**src/rtl/disp_pkg.sv**
```systemverilog
// Shared types and helpers for the 7-segment display scanning blocks.
package disp_pkg;

   typedef logic [3:0] bcd_t;
   typedef bcd_t [3:0] bcd4_t;

   localparam int         BCD_MAX = 9;
   localparam logic [3:0] AN_OFF  = 4'b1111;

   function automatic logic is_valid_bcd(input bcd_t d);
      return (d <= bcd_t'(BCD_MAX));
   endfunction

endpackage

```
**src/rtl/disp_prescaler.sv**
```systemverilog
// Free-running slot tick generator: tick is high for one clk every PRESCALE cycles.
module disp_prescaler #(
   parameter int PRESCALE = 100000,
   parameter int CNT_W    = 20
) (
   input  logic clk,
   input  logic rst_n,
   output logic tick
);

   localparam logic [CNT_W-1:0] LAST = CNT_W'(PRESCALE - 1);

   logic [CNT_W-1:0] cnt_reg;

   assign tick = (cnt_reg == LAST);

   always_ff @(posedge clk or negedge rst_n) begin
      if (!rst_n) begin
         cnt_reg <= '0;
      end else if (tick) begin
         cnt_reg <= '0;
      end else begin
         cnt_reg <= cnt_reg + CNT_W'(1);
      end
   end

endmodule

```
**src/rtl/disp_scan4.sv**
```systemverilog
// Four-digit multiplexed scanner for a common-anode display; new values land only at frame boundaries.
// Build option: define DISP_SCAN4_LZ_BLANK_EN to blank leading zeros on digits 3..1.
module disp_scan4
   import disp_pkg::*;
#(
   parameter int PRESCALE = 100000,
   parameter int CNT_W    = 20
) (
   input  logic        clk,
   input  logic        rst_n,
   input  logic        load,
   input  logic [15:0] value,
   output logic [3:0]  digit_n,
   output logic [3:0]  an_n,
   output logic        frame_done
);

   logic       tick;
   logic       boundary;
   logic [1:0] idx_reg;
   bcd4_t      pending_reg;
   logic       pend_valid_reg;
   bcd4_t      shadow_reg;
   logic       boundary_d_reg;
   logic [3:0] digit_n_reg;
   logic [3:0] an_n_reg;
   logic       frame_done_reg;

   logic [3:0] digit_n_next;
   logic [3:0] an_n_next;
   logic [3:0] digit_valid;
   logic [3:0] show;

   disp_prescaler #(
      .PRESCALE (PRESCALE),
      .CNT_W    (CNT_W)
   ) u_prescaler (
      .clk   (clk),
      .rst_n (rst_n),
      .tick  (tick)
   );

   assign boundary = tick && (idx_reg == 2'd3);

`ifdef DISP_SCAN4_LZ_BLANK_EN
   logic [3:0] digit_zero;
   logic [3:0] lead_zero;
`endif

   genvar gi;
   generate
      for (gi = 0; gi < 4; gi++) begin : g_digit
         assign digit_valid[gi] = is_valid_bcd(shadow_reg[gi]);
`ifdef DISP_SCAN4_LZ_BLANK_EN
         assign digit_zero[gi] = (shadow_reg[gi] == 4'd0);
         // A digit is a leading zero when it and every digit above it are zero.
         assign lead_zero[gi]  = &digit_zero[3:gi];
         if (gi == 0) begin : g_units
            assign show[gi] = digit_valid[gi];
         end else begin : g_upper
            assign show[gi] = digit_valid[gi] && !lead_zero[gi];
         end
`else
         assign show[gi] = digit_valid[gi];
`endif
      end
   endgenerate

   always_comb begin
      digit_n_next = AN_OFF;
      an_n_next    = AN_OFF;
      if (show[idx_reg]) begin
         digit_n_next = ~shadow_reg[idx_reg];
         an_n_next    = ~(4'b0001 << idx_reg);
      end
   end

   always_ff @(posedge clk or negedge rst_n) begin
      if (!rst_n) begin
         idx_reg        <= 2'd0;
         pending_reg    <= '0;
         pend_valid_reg <= 1'b0;
         shadow_reg     <= '0;
         boundary_d_reg <= 1'b0;
      end else begin
         if (tick) begin
            idx_reg <= idx_reg + 2'd1;
         end
         boundary_d_reg <= boundary;
         if (boundary && pend_valid_reg) begin
            shadow_reg     <= pending_reg;
            pend_valid_reg <= 1'b0;
         end
         // A load coinciding with the boundary is held for the following frame.
         if (load) begin
            pending_reg    <= value;
            pend_valid_reg <= 1'b1;
         end
      end
   end

   // frame_done is delayed one extra stage so it coincides with slot 0 reaching the outputs.
   always_ff @(posedge clk or negedge rst_n) begin
      if (!rst_n) begin
         digit_n_reg    <= AN_OFF;
         an_n_reg       <= AN_OFF;
         frame_done_reg <= 1'b0;
      end else begin
         digit_n_reg    <= digit_n_next;
         an_n_reg       <= an_n_next;
         frame_done_reg <= boundary_d_reg;
      end
   end

   assign digit_n    = digit_n_reg;
   assign an_n       = an_n_reg;
   assign frame_done = frame_done_reg;

endmodule
```
**config.mk**
```make
export PLATFORM = sky130hd
export DESIGN_NAME = disp_scan4
export DESIGN_NICKNAME = d
export VERILOG_FILES = /design/src/rtl/disp_pkg.sv /design/src/rtl/disp_prescaler.sv /design/src/rtl/disp_scan4.sv
export SDC_FILE = /design/constraint.sdc
export NUM_CORES = 1
export LEC_CHECK = 0
export CORE_ASPECT_RATIO = 0.9
export CORE_MARGIN = 2
export CORE_UTILIZATION = 60
export DETAILED_ROUTE_END_ITERATION = 10
export PLACE_DENSITY = 0.94
export SYNTH_ARGS = -nofsm -noshare
export SYNTH_HDL_FRONTEND = slang
export SYNTH_SLANG_ARGS = --single-unit
```
**constraint.sdc**
```tcl
create_clock -name clk -period 3.7 [get_ports clk]
set_input_delay 0.555 -clock clk [delete_from_list [all_inputs] [get_ports clk]]
set_output_delay 0.555 -clock clk [all_outputs]
set_load 0.1 [all_outputs]
```
==> metrics.md <==
| Metric | Value |
|---|---|
| Die H | 67.9 um |
| Post-DRT Antenna Nets | 0 |
| Vias | 1,700 |
| Hold buffers post-CTS | 0 |
| Synth Cell Area | 2720 um2 |
| Worst-Margin Slew | 0.981 ns |
| Placed instance area | 3060 um2 |
| CTS Buf Count | 9 |
| Static leakage | 1.46 nW |
| Root Driver | clkbuf_8 |
| Tcrit/Tclk final | 69.1% |
| FF+latch area | 1640 um2 |
| Vias/cell | 5.65 |
| Pre-CTS setup slack | 1.33 ns |
| Setup Skew | 0.00607 ns |
| Min Clock Period, post-route | 2.56 ns |
| Most frequent cells in the layout | 57 x dfrtp_1, 33 x mux2_2, 26 x clkdlybuf4s50_1, 13 x nand2_1, 13 x nor2_1 |
| FF-to-FF Start | u_prescaler.cnt_reg[13] |
| Post_cts resized | 0 |
| Status | finished, final reports clean |
| Combinational Power Share | 3.6% |
| CP top delay family | buffers and inverters |
| HP Class | input port to asynchronous set/reset pin |
| DP HPWL | 3510 um |
| GRT Residual Overflow | 0 |
| Peak supply drop | 0.360 mV |
| PortBufs | 27 |
| Syn_nets | 222 |
| Worst path cell trace | clkdlybuf4s50_1 |
| RSZ-0062 raised after global routing | no |
| Drt wl/cell | 16.9 um |
| Tot Pwr | 1.52 mW |
| Non-filler cells, final | 301 |
| Initial antenna violation count | 0 |
| Reg clk slew, reported paths | 0.07 ns |
| Slew Limit Fails | 0 |
| Maximum number of pins on one net before global-route repair | 43 |
| CP Launch Point | digit_n[1] |
| H-tree levels | 3 |
| Net Sw Power | 0.298 mW |
| WP data arrival | 2.00 ns |
| Power Dens Cells | 461 nW/um2 |
| Number of global-route vias before repair | 1,697 |
| Die Wd | 75.0 um |
| Remaining routing DRC violations | 0 |
| Post-synthesis cell count | 198 |
| Setup violators final | 0 |
| Clk sinks | 65 |
| Postcts setup bufs | 0 |
| Max Cap Viol | 0 |
| Sequential power share | 48.5% |
| Yosys reg bits | 65 |
| GP Congestion | 0.822 |
| Max Clock Freq | 0.391 GHz |
| CP Class | register to output pin |
| Worst hold slack | 0.335 ns |
| First-pass GRT wire length | 8490 um |
| Synthesized area per cell | 13.7 um2 |
| Final Util | 75.0% |
| Core area | 4400 um2 |
| Post-placement cell count | 285 |
| Setup tns final | 0 ns |
| Overall routing resource usage | 23.8% |
| Area Overhead vs Synth | 21.4% |
| Crit path max fanout | 1 |
| Die ar. | 5090 um2 |
| Most common cell after layout, fill and taps aside | dfrtp_1 |
| Max reg flops | 20 |
| CP max-delay cell | clkdlybuf4s50_1 |
| Initial core utilization | 61.8% |
| Clk Latency, worst-skew pair | 0.34 ns |
| Final instance area | 3300 um2 |
| Fraction of layout cells with a size suffix above 1 | 28.5% |
| Slew HR | 34.4% |
| Synth Warn # | 0 |
| Clock Tree Buf Depth | 2 |
| Internal power | 1.23 mW |
| Drt total wl | 5090 um |
| Antenna Cells | 0 |
| Number of buffers and inverters on the critical path | 1 |
| Clock Power Share | 47.9% |
| Netlist cell types | 30 |
| Req. time, crit path | 3.14 ns |
| Row count | 23 |
| Drt first pass iters | 4 |
| Critical Path Max Stage Delay | 1.13 ns |
| Final Hold Viols | 0 |
| Initial DRC Count | 137 |
| Setup ws final | 1.14 ns |
| Num ports | 28 |
| Startpoint types | register |
| Net Sw Frac | 19.5% |
| Post-synthesis sequential area ratio | 60.2% |
| Footprint of the multi-input gates | 1030 um2 |
| CTS tree | done |
| Crit path capture type | output pin |
| Final #Nets | 258 |
| Filler cells | 278 |
-- synthesized netlist by cell type --
library cell  instances  area [um2]
a21oi_1               1        5.00
nand2_1              13        48.8
ha_1                  5        62.6
nand3_1               6        30.0
o21bai_1              1        7.51
dfrtp_1              57        1430
and4_1                1        8.76
nor3_1                3        15.0
and3_1                1        6.26
mux4_2                5         113
buf_2                 1        5.00
nand4_1               6        37.5
inv_1                 6        22.5
o31ai_1               1        7.51
dfstp_2               8         210
nor4_4                1        21.3
and3_2                1        7.51
xnor2_1              11        96.3
xor2_1                7        61.3
nor2_1               13        48.8
or4_1                 2        15.0
or4_4                 1        11.3
or3_1                 2        12.5
nor2b_1               1        6.26
buf_6                 1        11.3
nor4_1                2        12.5
mux2_2               33         372
nor3b_1               1        7.51
clkbuf_1              3        11.3
o21ai_0               4        20.0
-- metal layers --
layer	share of wire [%]	wire [um]	vias to the layer above	track usage, %
met5	0	0	-	0
met4	0.49	25	0	7.37
met3	7.4	376	2	11.5
met2	48	2470	63	33.9
met1	44	2220	871	32.2
li1	-	-	764	-
-- worst paths after layout --
| check | to | slack (ns) | depth (start not counted) |
|---|---|---|---|
| max | digit_n[1] | 1.14 | 1 |
| min | pending_reg[5] | 0.34 | 1 |
| max reg2reg | shadow_reg[4] | 1.31 | 5 |
| min reg2reg | frame_done | 0.36 | 0 |
| max in group asynchronous | digit_n[2] | 2.48 | 2 |
| min in group clk | frame_done | 0.36 | 0 |
-- cell families after synthesis --
family	share of synthesized area, %
compound gates	1.47
xor+xnor	5.80
fa+ha+maj	2.30
buf+inv	1.84
flops	60.2
mux	17.8
simple gates	10.6
-- layout make-up --
| cell class | count | area share (%) |
|---|---|---|
| inverter | 6 | 0.682 |
| sequential | 65 | 49.6 |
| clock inverter | 5 | 3.11 |
| timing repair buffer | 30 | 8.72 |
| tap | 62 | 2.35 |
| multi-input combinational | 122 | 31.3 |
| clock buffer | 11 | 4.28 |
-- power groups by stage --
stage | logic [mW] | clock network [mW] | registers, mW
after global routing | 0.0623 | 0.783 | 0.740
after floorplan | 0.0214 | 0 | 0.747
after global placement | 0.0544 | 0 | 0.750
after detailed placement | 0.0570 | 0 | 0.751
after CTS | 0.0571 | 0.746 | 0.738
final | 0.0553 | 0.730 | 0.739
Power figures use the tool's default switching activity.
